### src/rtl/sd_pkg.sv
// Shared types and constants for the SD SPI-mode block reader.
// State encoding, command/token bytes and error codes.
package sd_pkg;

  typedef enum logic [2:0] {
    S_IDLE,
    S_CMD,
    S_R1,
    S_TOKEN,
    S_DATA,
    S_CRC,
    S_TAIL,
    S_DONE
  } state_t;

  localparam logic [7:0] CMD17       = 8'h51;
  localparam logic [7:0] START_TOKEN = 8'hFE;
  localparam logic [7:0] STUFF       = 8'hFF;

  localparam logic [1:0] ERR_NONE    = 2'd0;
  localparam logic [1:0] ERR_R1      = 2'd1;
  localparam logic [1:0] ERR_TIMEOUT = 2'd2;
  localparam logic [1:0] ERR_TOKEN   = 2'd3;

endpackage

### src/rtl/sd_spi_byte.sv
// SPI mode-0 byte engine: SCK at clk/2, MSB first, 16 clk per byte.
// A start on the byte_done cycle chains the next byte with no gap.
module sd_spi_byte (
  input  logic       clk,
  input  logic       rst_n,
  input  logic       start,
  input  logic [7:0] tx_byte,
  input  logic       sd_miso,
  output logic [7:0] rx_byte,
  output logic       byte_done,
  output logic       sd_ck,
  output logic       sd_mosi
);

  logic       ck_q;
  logic       mosi_q;
  logic       act_q;
  logic       done_q;
  logic [2:0] bit_q;
  logic [7:0] sh_q;
  logic [7:0] rx_q;

  always_ff @(posedge clk or negedge rst_n) begin
    if (!rst_n) begin
      ck_q   <= 1'b0;
      mosi_q <= 1'b1;
      act_q  <= 1'b0;
      done_q <= 1'b0;
      bit_q  <= 3'd0;
      sh_q   <= 8'hFF;
      rx_q   <= 8'h00;
    end else begin
      done_q <= 1'b0;
      if (act_q && !ck_q) begin
        ck_q <= 1'b1;
        rx_q <= {rx_q[6:0], sd_miso};
        if (bit_q == 3'd7) done_q <= 1'b1;
      end else if (act_q && ck_q) begin
        ck_q <= 1'b0;
        if (bit_q == 3'd7) begin
          act_q  <= 1'b0;
          mosi_q <= 1'b1;
        end else begin
          bit_q  <= bit_q + 3'd1;
          mosi_q <= sh_q[6];
          sh_q   <= {sh_q[6:0], 1'b1};
        end
      end
      if (start) begin
        act_q  <= 1'b1;
        ck_q   <= 1'b0;
        bit_q  <= 3'd0;
        mosi_q <= tx_byte[7];
        sh_q   <= tx_byte;
      end
    end
  end

  assign rx_byte   = rx_q;
  assign byte_done = done_q;
  assign sd_ck     = ck_q;
  assign sd_mosi   = mosi_q;

endmodule

### src/rtl/sd_block_read.sv
// CMD17 single-block reader: command, R1 and token polling, data
// streaming, CRC discard and a deselected trailing byte.
module sd_block_read
  import sd_pkg::*;
#(
  parameter int R1_POLL     = 8,
  parameter int TOKEN_POLL  = 4096,
  parameter int BLOCK_BYTES = 512
) (
  input  logic        clk,
  input  logic        rst_n,
  input  logic        init_done,
  input  logic        rd_req,
  input  logic [31:0] rd_addr,
  output logic        rd_busy,
  output logic [7:0]  rd_data,
  output logic        rd_valid,
  output logic        rd_done,
  output logic        rd_err,
  output logic [1:0]  err_code,
  output logic        sd_ck,
  output logic        sd_csn,
  output logic        sd_mosi,
  input  logic        sd_miso
);

  localparam int MAXA = (TOKEN_POLL > BLOCK_BYTES) ? TOKEN_POLL : BLOCK_BYTES;
  localparam int MAXN = (MAXA > R1_POLL) ? MAXA : R1_POLL;
  localparam int CW   = $clog2(MAXN + 1);

  localparam logic [CW-1:0] CMD_LAST = CW'(5);
  localparam logic [CW-1:0] R1_LAST  = CW'(R1_POLL - 1);
  localparam logic [CW-1:0] TOK_LAST = CW'(TOKEN_POLL - 1);
  localparam logic [CW-1:0] DAT_LAST = CW'(BLOCK_BYTES - 1);
  localparam logic [CW-1:0] CRC_LAST = CW'(1);
  localparam logic [CW-1:0] ONE      = CW'(1);

  state_t          state_q, state_d;
  logic [CW-1:0]   cnt_q, cnt_d;
  logic [1:0]      err_q, err_d;
  logic [31:0]     addr_q;
  logic            kick_q, kick_d;
  logic            busy_q, busy_d;
  logic            csn_q, csn_d;
  logic            valid_q, valid_d;
  logic            done_q, done_d;
  logic            rerr_q, rerr_d;
  logic [7:0]      data_q, data_d;
  logic            start;
  logic [7:0]      tx;
  logic [7:0]      rx;
  logic            bdone;
  logic            accept;

  sd_spi_byte u_byte (
    .clk       (clk),
    .rst_n     (rst_n),
    .start     (start),
    .tx_byte   (tx),
    .sd_miso   (sd_miso),
    .rx_byte   (rx),
    .byte_done (bdone),
    .sd_ck     (sd_ck),
    .sd_mosi   (sd_mosi)
  );

  always_ff @(posedge clk or negedge rst_n) begin
    if (!rst_n) begin
      state_q <= S_IDLE;
      cnt_q   <= '0;
      err_q   <= ERR_NONE;
      addr_q  <= '0;
      kick_q  <= 1'b0;
      busy_q  <= 1'b0;
      csn_q   <= 1'b1;
      valid_q <= 1'b0;
      done_q  <= 1'b0;
      rerr_q  <= 1'b0;
      data_q  <= 8'h00;
    end else begin
      state_q <= state_d;
      cnt_q   <= cnt_d;
      err_q   <= err_d;
      if (accept) addr_q <= rd_addr;
      kick_q  <= kick_d;
      busy_q  <= busy_d;
      csn_q   <= csn_d;
      valid_q <= valid_d;
      done_q  <= done_d;
      rerr_q  <= rerr_d;
      data_q  <= data_d;
    end
  end

  always_comb begin
    state_d = state_q;
    cnt_d   = cnt_q;
    err_d   = err_q;
    unique case (state_q)
      S_IDLE: if (rd_req && init_done) begin
        state_d = S_CMD;
        cnt_d   = '0;
        err_d   = ERR_NONE;
      end
      S_CMD: if (bdone) begin
        if (cnt_q == CMD_LAST) begin
          state_d = S_R1;
          cnt_d   = '0;
        end else cnt_d = cnt_q + ONE;
      end
      S_R1: if (bdone) begin
        if (rx == 8'h00) begin
          state_d = S_TOKEN;
          cnt_d   = '0;
        end else if (!rx[7]) begin
          state_d = S_TAIL;
          err_d   = ERR_R1;
        end else if (cnt_q == R1_LAST) begin
          state_d = S_TAIL;
          err_d   = ERR_TIMEOUT;
        end else cnt_d = cnt_q + ONE;
      end
      S_TOKEN: if (bdone) begin
        if (rx == START_TOKEN) begin
          state_d = S_DATA;
          cnt_d   = '0;
        end else if (rx[7:4] == 4'h0) begin
          state_d = S_TAIL;
          err_d   = ERR_TOKEN;
        end else if (cnt_q == TOK_LAST) begin
          state_d = S_TAIL;
          err_d   = ERR_TIMEOUT;
        end else cnt_d = cnt_q + ONE;
      end
      S_DATA: if (bdone) begin
        if (cnt_q == DAT_LAST) begin
          state_d = S_CRC;
          cnt_d   = '0;
        end else cnt_d = cnt_q + ONE;
      end
      S_CRC: if (bdone) begin
        if (cnt_q == CRC_LAST) state_d = S_TAIL;
        else cnt_d = cnt_q + ONE;
      end
      S_TAIL: if (bdone) state_d = S_DONE;
      S_DONE: state_d = S_IDLE;
      default: state_d = S_IDLE;
    endcase
  end

  assign accept = (state_q == S_IDLE) && (state_d == S_CMD);

  always_comb begin
    start   = kick_q;
    tx      = STUFF;
    kick_d  = 1'b0;
    busy_d  = busy_q;
    csn_d   = csn_q;
    valid_d = 1'b0;
    done_d  = 1'b0;
    rerr_d  = 1'b0;
    data_d  = data_q;
    if (accept) begin
      busy_d = 1'b1;
      csn_d  = 1'b0;
      kick_d = 1'b1;
    end
    // Deselect first, then the trailing byte starts one cycle later.
    if (state_q != S_TAIL && state_d == S_TAIL) begin
      csn_d  = 1'b1;
      kick_d = 1'b1;
    end
    if (bdone && (state_d inside {S_CMD, S_R1, S_TOKEN, S_DATA, S_CRC}))
      start = 1'b1;
    if (state_d == S_CMD) begin
      unique case (cnt_d[2:0])
        3'd0:    tx = CMD17;
        3'd1:    tx = addr_q[31:24];
        3'd2:    tx = addr_q[23:16];
        3'd3:    tx = addr_q[15:8];
        3'd4:    tx = addr_q[7:0];
        default: tx = STUFF;
      endcase
      if (accept && cnt_d[2:0] == 3'd1) tx = rd_addr[31:24];
    end
    if (state_q == S_DATA && bdone) begin
      valid_d = 1'b1;
      data_d  = rx;
    end
    if (state_q == S_TAIL && bdone) begin
      done_d = 1'b1;
      rerr_d = (err_q != ERR_NONE);
    end
    if (state_q == S_DONE) busy_d = 1'b0;
  end

  assign rd_busy  = busy_q;
  assign rd_data  = data_q;
  assign rd_valid = valid_q;
  assign rd_done  = done_q;
  assign rd_err   = rerr_q;
  assign err_code = err_q;
  assign sd_csn   = csn_q;

endmodule

### config.mk
export PLATFORM = sky130hd
export DESIGN_NAME = sd_block_read
export DESIGN_NICKNAME = d
export VERILOG_FILES = /design/src/rtl/sd_pkg.sv /design/src/rtl/sd_spi_byte.sv /design/src/rtl/sd_block_read.sv
export SDC_FILE = /design/constraint.sdc
export NUM_CORES = 1
export LEC_CHECK = 0
export BUFFER_PORTS_ARGS = -buffer_cell sky130_fd_sc_hd__buf_4
export CORE_MARGIN = 1
export CORE_UTILIZATION = 59
export DETAILED_ROUTE_END_ITERATION = 10
export PLACE_DENSITY = 0.83
export SYNTH_ARGS = -nofsm -noshare
export SYNTH_HDL_FRONTEND = slang
export SYNTH_HIERARCHICAL = 1
export SYNTH_SLANG_ARGS = --single-unit
### constraint.sdc
create_clock -name clk -period 4.33 [get_ports clk]
set_input_delay 0.866 -clock clk [delete_from_list [all_inputs] [get_ports clk]]
set_output_delay 0.866 -clock clk [all_outputs]
set_load 0.01 [all_outputs]
==> results <==
- For this run, the share of the core covered by cells in the final layout is 68.3%.
- The via count is 3,926.
- Counting along the longest clock path gives a buffer depth of 2.
- The number of buffers and inverters on the critical path is 1.
- The largest net degree at the start of global routing is 54.
- After detailed routing, the average wire length per cell comes to 16.3 µm.
- At the end of routability-driven placement, the weighted congestion stood at 0.894.
- Data on the critical path arrives at its endpoint at 3.94 ns.
- The fraction of synthesized cell area taken by the top area cell type is 41.3%.
- The via count of the first global-routing pass is 3,621.
- The family with the most delay on the worst path is compound AO/OA/AOI/OAI gates.
- The mapped netlist covers 0.00467 mm².
- Walking the worst path, the cells encountered are or4_1 -> o41ai_2 -> nor3_1 -> o41ai_2 -> o311a_1 -> buf_4 -> mux2i_1 -> nor2_1 -> o32a_1 -> nor2b_1 -> a21oi_1.
- In this run the number of H-tree levels came out at 3.
- Among all stages on the critical path, the largest delay is contributed by or4_1.
- For the pin with the worst max-slew slack, the measured transition is 1.26 ns.
- Summed over all layers, the routed wires come to 10.7 mm.
- The most common cell after layout, fill and taps aside is nand2_1.
- The total negative slack for setup checks is 0 ns.
- The number of placed instances, taps included, is 638.
- In this run, CTS created clock tree buffers numbering 9.
- Leaving out fill and tap cells, the most frequent cells in the layout are nand2_1 (129), dfrtp_1 (77), buf_4 (58), nor2_1 (31), a21oi_1 (25).
- The number of enable-type register cells in the synthesized netlist is 0.
- The relative area change from synthesis to final layout is 12.4%.
- In this run, the number of DRC markers left after iteration 0 of detailed routing was 312.
- The first-pass GRT wire length is 18.1 mm.
- The number of DRC violations after detailed routing is 0.
- The number of max-capacitance violations reported is 0.
- Setup violations remaining at the end of the flow were counted as 0.
- For this design the static power due to leakage is 2.55 nW.
- The sum of overflow across all layers after global routing is 0.
- The die covers 0.00827 mm².
- The routed design could run at a clock period as short as 3.65 ns.
- The class of the tightest hold or removal check is register to register.
- The setup path with the least slack is of type register to register.
- The register bit count reported by yosys is 86.
- The maximum operating frequency is 0.274 GHz.
- Among the stages of the critical path, the cell type that occurs most often is o41ai_2.
- The number of clock sinks is 86.
- TritonCTS built the clock tree.
- The number of top-level design ports is 54.
- After clock tree synthesis, the clock-pin slew on the worst setup and hold paths is 0.09 ns.
- Input and output buffers added on the ports amount to 53.
- The initialized floorplan defines 32 standard-cell rows.
- The post-cts sizing count is 0.
- Counting flops with an async set or reset pin after synthesis yields a share of 100%.
- The power density over cell area is 268 mW/mm².
- For this design, the CTS-stage hold fixing added 0 buffers.
- The effective utilization at floorplan is 60.7%.
- In the finished design, the share of the clock period the worst path needs comes to 84.4%.
- Sorting the synthesized cells by area gives the leading types as dfrtp_1 (41%), nand2_1 (10%), dfstp_2 (5.1%).
- The die span in y is 91.0 µm.
- The final worst clock skew is 0.0111 ns.
- For this run, the number of Yosys warnings is 6.
- Setup repair after global routing left no endpoint under its margin.
- The post-detailed-placement half-perimeter wirelength is 7.37 mm.
- The mean instance size in the synthesized netlist is 9.17 µm².
- The area of the core region is 0.00769 mm².
- The flip-flop cell with the highest count after synthesis is dfrtp_1.
- Sequential cells were found to cover 46.3% of the synthesized design area.
- Dividing the detail-routed via count by the number of cells gives 6.00.
- The final net count is 589.
- The run finished with clean final reports.
- The global routing usage summed across all routing layers is 27.2%.
- The later-pin clock latency in the skew report is 0.35 ns.
- The total inserted antenna cells is 0.
- The biggest area contributor in the post-synthesis netlist is dfrtp_1.
- The instance count of the mapped netlist is 509.
- The number of search-and-repair iterations in the first detailed-routing pass is 5.
- The headroom to the max-slew limit is 15.8%.
- The final hold violation count is 0.
- The total setup buffers inserted after CTS is 0.
- The number of nets still failing antenna checks after routing is 0.
- The initial antenna violation count was 0.
- The category of the worst setup path launch point is a register.
- The number of nets handed over by synthesis was 551.
- The required time of the worst setup path is 4.61 ns.
- The largest single stage delay on the critical path is 0.67 ns.
- The synthesized netlist contains 66 unique library cells.
- In this run the worst path has a maximum fanout of 8.
- The fraction of final layout cells sized beyond drive strength 1 is 21.0%.
- The kind of end point of the critical path is a register.
- The number of cells in the finished layout apart from fillers is 654.
- The horizontal die dimension is 91.0 µm.
- VDD sags by at most 0.239 mV.
- The number of max-slew violations in the final report came to 0.
- The buffer type at the clock tree root is clkbuf_8.
worst register-to-register path: stages (launching register included):
cell,delay [ns]
dfrtp_1,0.44
or4_1,0.67
o41ai_2,0.51
nor3_1,0.18
o41ai_2,0.35
o311a_1,0.45
buf_4,0.26
mux2i_1,0.24
nor2_1,0.06
o32a_1,0.30
nor2b_1,0.10
a21oi_1,0.05
metrics by stage:
step,setup WS [ns],total power [mW],instance area [µm²],hold WS [ns]
final,0.676,1.41,5250,0.473
after global routing,0.410,1.46,5250,0.494
after CTS,0.694,1.42,5250,0.473
after detailed placement,0.707,0.880,5050,0.455
after global placement,0.851,0.878,5050,0.458
after floorplan,1.23,0.835,4670,0.437
worst paths after layout:
path                           startpoint              to  slack [ns]  cells after the start
setup / recovery                 cnt_q[5]  u_byte/sh_q[1]        0.68                     11
setup reg to reg                 cnt_q[5]  u_byte/sh_q[1]        0.68                     11
hold reg to reg            u_byte/sh_q[4]  u_byte/sh_q[4]        0.47                      2
hold / removal             u_byte/sh_q[4]  u_byte/sh_q[4]        0.47                      2
max in group asynchronous           rst_n          sd_csn        2.86                      2
min in group asynchronous           rst_n        cnt_q[9]        0.54                      1
per-layer routing:
metal | vias up | wire (µm) | GRT usage [%]
met5 | - | 0 | 0
met4 | 0 | 57 | 5.42
met3 | 6 | 574 | 5.03
met2 | 123 | 4870 | 39.3
met1 | 1925 | 5160 | 42.8
li1 | 1872 | - | -
layout make-up:
type | count | area [µm²]
timing repair buffer | 58 | 435
multi-input combinational | 382 | 2290
fill | 633 | 2440
clock buffer | 11 | 151
sequential | 86 | 2160
tap | 102 | 128
inverter | 10 | 40.0
clock inverter | 5 | 41.3
cells by family (layout without fill, tap and decap cells):
family	Yosys count	count (layout)	synth area share, %
simple gates	241	241	24.3
flops	86	86	46.3
compound gates	103	103	15.3
mux	27	27	6.91
buf+inv	41	84	4.72
xor+xnor	6	6	1.13
fa+ha+maj	5	5	1.34
Yosys cell counts (3+ instances only):
cell type / count
nand2b_1: 5
buf_6: 6
nand4_1: 4
xnor2_1: 6
mux2_2: 10
nor2b_1: 10
or4_1: 3
o31ai_1: 10
o21ai_0: 24
a211oi_1: 4
mux2i_1: 9
o32a_1: 4
and3_1: 10
mux2_4: 8
o311ai_1: 3
ha_1: 5
o311ai_0: 3
inv_1: 8
nand3_1: 11
nor3_1: 11
dfrtp_1: 77
buf_2: 3
and2_1: 5
dfstp_2: 9
a21oi_1: 25
nand2_1: 129
o31a_1: 3
nor4_1: 6
o22ai_1: 3
nor2_1: 31
clkbuf_1: 18
sequential cells by signal (all words and copies together) (netlist names), 2 cells and up:
signal,count
state_q,3
u_byte/bit_q,3
addr_q,32
u_byte/rx_byte,8
cnt_q,13
rd_data,8
err_code,2
u_byte/sh_q,7
power by group:
group          switching, mW  internal [mW]  leakage [nW]
Clock                  0.301          0.244        0.0922
Sequential           0.00597          0.807          1.07
Combinational         0.0229         0.0278          1.39
(Power assumes the default switching activity.)
